==> config.mk <==
export PLATFORM = sky130hd
export DESIGN_NAME = dirty_scan
export DESIGN_NICKNAME = d
export VERILOG_FILES = /design/src/rtl/dirty_scan.sv
export SDC_FILE = /design/constraint.sdc
export NUM_CORES = 1
export LEC_CHECK = 0
export ABC_CLOCK_PERIOD_IN_PS = 2910
export BUFFER_PORTS_ARGS = -buffer_cell sky130_fd_sc_hd__clkbuf_2
export CAP_MARGIN = 20
export CORE_MARGIN = 4
export CORE_UTILIZATION = 55
export CTS_CLUSTER_DIAMETER = 40
export CTS_CLUSTER_SIZE = 20
export DETAILED_ROUTE_END_ITERATION = 8
export PLACE_DENSITY = 0.83
export SYNTH_ARGS = -nofsm -noshare
export SYNTH_HDL_FRONTEND = slang
export SYNTH_SLANG_ARGS = --single-unit
export TNS_END_PERCENT = 10
==> constraint.sdc <==
create_clock -name clk -period 2.91 [get_ports clk]
set_input_delay 0.291 -clock clk [delete_from_list [all_inputs] [get_ports clk]]
set_output_delay 0.291 -clock clk [all_outputs]
set_load 0.02 [all_outputs]
==> src/rtl/dirty_scan.sv <==
// Flush/writeback scanner: walks every set of the L1 dirty-bit regfile, issues one writeback
// request per dirty way and clears that bit through the shared regfile write port.
module dirty_scan #(
   parameter int unsigned SETS = 8192,
   parameter int unsigned AW   = 13,
   parameter int unsigned CW   = 16
) (
   input  logic          clk,
   input  logic          reset,
   input  logic          flush_req,
   output logic          flush_busy,
   output logic          flush_done,
   output logic [CW-1:0] flush_wb_cnt,
   output logic          wb_valid,
   input  logic          wb_ready,
   output logic [AW-1:0] wb_set,
   output logic [1:0]    wb_way,
   output logic          bit_req,
   input  logic          bit_gnt,
   output logic [AW-1:0] bit_ra,
   output logic [AW-1:0] bit_wa,
   output logic [3:0]    bit_way_sel,
   output logic          bit_wr,
   output logic          bit_d,
   input  logic [3:0]    bit_q
);

   typedef enum logic [2:0] {StIdle, StRead, StIssue, StClear, StDone} state_e;

   state_e        state_q, state_d;
   logic [AW-1:0] set_q, set_d;
   logic [CW-1:0] cnt_q, cnt_d;
   logic [CW-1:0] wb_cnt_q, wb_cnt_d;
   logic [3:0]    vec_q, vec_d;

   logic [1:0]    way;
   logic [3:0]    way_oh;
   logic [3:0]    vec_clr;
   logic          last_set;

   // Ways are served lowest index first.
   always_comb begin
      way = 2'd0;
      if (vec_q[0]) begin
         way = 2'd0;
      end else if (vec_q[1]) begin
         way = 2'd1;
      end else if (vec_q[2]) begin
         way = 2'd2;
      end else if (vec_q[3]) begin
         way = 2'd3;
      end
   end

   assign way_oh   = 4'b0001 << way;
   assign vec_clr  = vec_q & ~way_oh;
   assign last_set = (set_q == AW'(SETS - 1));

   assign bit_d        = 1'b0;
   assign flush_busy   = (state_q != StIdle);
   assign flush_wb_cnt = (state_q == StDone) ? cnt_q : wb_cnt_q;

   always_comb begin
      state_d     = state_q;
      set_d       = set_q;
      cnt_d       = cnt_q;
      vec_d       = vec_q;
      wb_cnt_d    = wb_cnt_q;
      flush_done  = 1'b0;
      wb_valid    = 1'b0;
      wb_set      = '0;
      wb_way      = 2'd0;
      bit_req     = 1'b0;
      bit_ra      = '0;
      bit_wa      = '0;
      bit_way_sel = 4'b0000;
      bit_wr      = 1'b0;

      // Regfile addresses track the current set so read-modify-write stays on one set.
      if (state_q != StIdle) begin
         bit_ra = set_q;
         bit_wa = set_q;
      end

      unique case (state_q)
         StIdle: begin
            if (flush_req) begin
               set_d   = '0;
               cnt_d   = '0;
               vec_d   = 4'b0000;
               state_d = StRead;
            end
         end
         StRead: begin
            bit_req = 1'b1;
            if (bit_gnt) begin
               vec_d = bit_q;
               if (bit_q != 4'b0000) begin
                  state_d = StIssue;
               end else if (last_set) begin
                  state_d = StDone;
               end else begin
                  set_d = set_q + AW'(1);
               end
            end
         end
         StIssue: begin
            wb_valid = 1'b1;
            wb_set   = set_q;
            wb_way   = way;
            if (wb_ready) begin
               cnt_d   = cnt_q + CW'(1);
               state_d = StClear;
            end
         end
         StClear: begin
            bit_req     = 1'b1;
            bit_way_sel = way_oh;
            bit_wr      = bit_gnt;
            if (bit_gnt) begin
               vec_d = vec_clr;
               if (vec_clr != 4'b0000) begin
                  state_d = StIssue;
               end else if (last_set) begin
                  state_d = StDone;
               end else begin
                  set_d   = set_q + AW'(1);
                  state_d = StRead;
               end
            end
         end
         StDone: begin
            flush_done = 1'b1;
            wb_cnt_d   = cnt_q;
            state_d    = StIdle;
         end
         default: begin
            state_d = StIdle;
         end
      endcase
   end

   always_ff @(posedge clk) begin
      if (reset) begin
         state_q  <= StIdle;
         set_q    <= '0;
         cnt_q    <= '0;
         wb_cnt_q <= '0;
         vec_q    <= 4'b0000;
      end else begin
         state_q  <= state_d;
         set_q    <= set_d;
         cnt_q    <= cnt_d;
         wb_cnt_q <= wb_cnt_d;
         vec_q    <= vec_d;
      end
   end

endmodule
* Word level (Yosys, flattened, before mapping) *
Cells that the tools add are included.

storage, ports and cells
  flip-flop bits (word level) = 52
  output and inout port bits = 67

cells by class
  equality and inequality tests = 12
  shift-type cells = 1
  add/sub/neg operators = 2
  bitwise logic cells = 2
  reductions and logical operators = 11
  multiplexer cells = 36

operator list
  cell                   count
  $mux 13                8
  $mux 16                3
  $pmux 13 s3            1
  $pmux 16 s2            1
  $mux 3                 8
  $add 16x1->16 const B  1
  $mux 4                 4
  $add 13x1->13 const B  1
  $eq 13x13->1 const B   1
  $ne 2x2->1 const B     6
  $pmux 3 s4             1
  $pmux 4 s3             1
  $mux 2                 5
  $reduce_bool 4->1      2
  $eq 3x2->1 const B     2
  $reduce_and 6->1       1
  $reduce_bool 3->1      2
  $reduce_and 5->1       1
  $and 4x4->4            1
  $mux 1                 4
  $not 4->4              1
  $reduce_and 4->1       1
  $shl 1x2->4 const A    1
  $eq 3x1->1 const B     1
  other kinds (6)        6

* Longest topological paths before layout *
  word-level depth = 11
  depth in mapped cells = 8
  depth with buffers taken out = 6

* Worst setup path after synthesis *
OpenSTA, ideal clock, no wires.

  path type = input port to flip-flop
  start point = input bit_q[3]
  end point = register set_q[8]
  buffers on the path = 1
  slack = 0.897 ns
  arrival = 1.943 ns
  library setup time = 0.071 ns
  stages = 5
  cells stage by stage = or4_4 -> a221o_1 -> buf_6 -> or4_1 -> a21oi_1

on the way
  longest elaborated chain between the ends = 3

ends and longest elaborated chain
  element                            RTL line  source
  start, declared                    25        input logic [3:0] bit_q
  $reduce_bool 4->1                  98        if (bit_q != 4'b0000) begin
  $ne 2x2->1 (no source line)        n/a
  $reduce_and 6->1 (no source line)  n/a
  end signal, assigned               152       set_q <= set_d;
  end, declared                      31        logic [AW-1:0] set_q, set_d;

No other way between the ends.
A chain may end at the register's enable or synchronous reset.

* Worst setup path after layout *
  start point = register state_q[1]
  end point = register set_q[11]

on the way
  longest elaborated chain between the ends = 3
  elaborated cells between the ends (all ways) = 11
  classes of those cells = 7 x eq/ne; 1 x mux; 3 x reduce/logical

ends and longest elaborated chain
  element                                                           RTL line  source
  start, declared                                                   30        state_e state_q, state_d;
  start signal, assigned                                            145       state_q <= StIdle;
  start signal, assigned                                            151       state_q <= state_d;
  $eq 3x2->1, or another cell as far along                          85        unique case (state_q)
  $ne 2x2->1 (no source line) or $reduce_bool 3->1 (tied branches)  n/a
  $reduce_and 6->1 (no source line)                                 n/a

Several ways; a longest one is shown, not always the timed one.

==> impl_metrics.yaml <==
run_status:
  outcome: "finished, final reports clean"
floorplan:
  core-area_um2: 4817
  initial_core_util_pct: 58.13
  io_pins: 76
  dieArea_um2: 6296
  fp-row-count: 25
  die_h_um: 79.35
  die_w_um: 79.35
cts:
  cts_resized: 0
  path_clk_slew_ns: 0.09
  clock_sinks: 52
  cts.path.max_buffers: 2
  cts_tree: "done"
  post_cts_buffers: 0
  cts_inserted_buffers: 5
  clock-root-buffer: "clkbuf_8"
  h-tree-depth: 2
  cts_hold_buf: 0
  insertion_delay_ns: 0.31
sta:
  period_share_pct: 84.58
  final_hold_viol_count: 0
  max_freq_mhz: 406.3
  relSlewSlack_pct: 52.87
  setup_viol: 0
  skew_ns: 0.006310
  tns_ns: 0
  post-route-min-period_ns: 2.461
  slew_viol_final: 0
  setup_ws_ns: 0.4486
  tightestPinTransition_ns: 0.7011
  rsz0062_at_grt: "false"
power_and_ir_drop:
  p_per_area_nw_per_um2: 411.6
  clock_power_share_pct: 33.3
  comb_power_share_pct: 10.0
  p_switching_mw: 0.3528
  peakVddDrop_mv: 0.2889
  cellLeakagePower_nw: 1.350
  switching_share_pct: 27.00
  seq_power_share_pct: 56.7
  internal_power_mw: 0.9537
routing:
  drc: 0
  wl_met2_um: 2973
  antenna_left: 0
  routed_via_density: 5.734
  routedWlPerCell_um: 14.07
  wl_met3_um: 478
  routed.top_layer: "met4"
  wl_met1_um: 2686
  drtIter0Drc: 260
  firstDrtPassIters: 5
  vias: 2546
  wirelength_um: 6247
critical_path:
  path_cells: "nor2_1, a221o_1, or4_1, a21oi_1"
  regToRegStartpoint: "state_q[1]"
  timing.rr.end: "set_q[11]"
  start_kind: "flop"
  cp_slowest_stage_delay_ns: 0.79
  crit_type: "reg -> reg"
  worstPathArrival_ns: 2.70
  regToRegSetupSlack_ns: 0.45
  crit_path_start: "state_q[1]"
  crit_required_ns: 3.15
  crit_path_end: "set_q[11]"
  critPathMaxFanout: 24
  worstSetupEndpointType: "flop"
  cp_slowest_cell: "dfxtp_1"
  ff2ff_path_depth: 4
synthesis:
  synth_area_leaders: "dfxtp_1, nor2b_1, mux2_2"
  synth_area_per_cell_um2: 8.563
  synth_ff_type: "dfxtp_1"
  synth_top_cell_area_share_pct: 37.18
  synth_warnings: 0
  synth.distinct_cells: 50
  syn_area_um2: 2800
  async_reset_ff_share_pct: 0
  syn-num-nets: 338
  yosysSeqAreaShare_pct: 37.18
  synth_top_area_cell: "dfxtp_1"
  synth_cells: 327
  synth_edf_count: 0
  ys_seq_elements: 52
hold_path:
  hold_path_startpoint: "bit_q[1]"
  hp-class: "in -> reg"
global_routing:
  globalRouteTotalUtil_pct: 19.24
  grt_pass1_wl_um: 9887
  grt_overflow: 0
  grt_pass1_vias: 2250
  grt_max_degree: 27
  antenna_found_initial: 0
layout:
  num_antenna_cells: 0
  final_cells: 444
  area_growth_pct: 13.36
  drive_above_1_share_pct: 27.85
  finalNetCount: 387
placement:
  dp_slack_ns: 0.5155
  io_buffers: 74
  dp_hpwl_um: 4496
  gp_congestion: 0.8545
  place_inst: 436
job:
  cap_violations: 0
[registers in the layout (all words and copies together), names as in the netlist]
register	flops
set_q	13
state_q	3
wb_cnt_q	16
vec_q	4
cnt_q	16
[Yosys cell counts (all sizes together) (7+ instances only)]
cell,count
a21oi,19
and3,18
buf,22
clkbuf,13
dfxtp,52
mux2,16
nand2,8
nand3,11
nand4,10
nor2,27
nor2b,33
o21ai,14
o31ai,7
or3,9
or4,8
xor2,8
[how the worst min path moves through the flow]
| stage | end | slack (ns) | depth (start not counted) |
|---|---|---|---|
| after floorplan | wb_cnt_q[13] | 0.36 | 1 |
| after global placement | set_q[7] | 0.49 | 2 |
| after detailed placement | cnt_q[15] | 0.51 | 2 |
| after CTS | vec_q[1] | 0.23 | 3 |
| after global routing | vec_q[1] | 0.25 | 3 |
| final | vec_q[1] | 0.23 | 3 |
[placed cells by master (no fill, tap or decap), types with 2 or more instances in the layout]
cell type,netlist,final
and4_1,4,4
clkbuf_2,0,74
buf_4,14,3
mux2i_1,2,2
or4_1,7,7
nand4_1,10,10
inv_1,5,5
and3_1,18,18
o21ai_0,14,14
mux2_2,16,16
a21oi_1,19,19
dfxtp_1,52,52
xnor2_1,5,5
nand2b_1,5,5
nor2b_1,33,33
nand3_1,11,11
o31ai_1,7,7
xor2_1,8,8
nor4_1,3,3
clkbuf_8,0,6
ha_1,2,2
nor2_1,27,27
nand2_1,8,8
or3_1,9,9
nor3_1,4,4
[layout make-up]
cell class / count / area [um^2]
Fill cell: 434 / 1643
Multi-Input combinational cell: 235 / 1544
Sequential cell: 52 / 1041
Timing Repair Buffer: 77 / 392.9
Clock buffer: 7 / 86.33
Tap cell: 67 / 83.83
Inverter: 5 / 18.77
Clock inverter: 1 / 7.507
[stage by stage]
step	hold WS [ns]	power (mW)	area, um^2	utilization (%)
after floorplan	0.3626	0.8544	2800	-
after detailed placement	0.5142	0.8870	3080	63.95
after global routing	0.2451	1.353	3174	65.90
final	0.2329	1.307	3174	65.90
after CTS	0.2346	1.310	3174	65.90
after global placement	0.4920	0.8824	3080	63.95
[power groups by stage]
stage	clock, mW	combinational, mW	sequential [mW]
after floorplan	0	0.111	0.743
after CTS	0.439	0.132	0.740
after detailed placement	0	0.131	0.756
after global placement	0	0.128	0.755
final	0.435	0.131	0.740
after global routing	0.466	0.145	0.743
[routing by layer]
metal,track usage [%],up-vias
li1,-,1241
met1,23.64,1173
met2,33.42,117
met3,3.741,15
met4,6.701,0
met5,0,-
[logic make-up (layout without fill, tap and decap cells)]
kind of cell             Yosys count  count (layout)  share of synthesized area [%]
AO/OA/AOI/OAI                     50              50                          10.77
AND/OR/NAND/NOR                  150             150                          31.77
adder cells (fa/ha/maj)            3               3                          1.251
other                              1               1                         0.1339
XOR/XNOR                          13              13                          4.066
flip-flops                        52              52                          37.18
multiplexers                      18              18                          7.149
buffers and inverters             40              90                          7.686
[worst max-delay path, delay by kind of cell, from the launching register on]
kind               cells  cell delay [ns]
DFF                    1             0.79
AOI/OAI and AO/OA      2             0.79
and+or+nand+nor        2             0.80
Note: power is estimated with default switching activity, not from simulation.
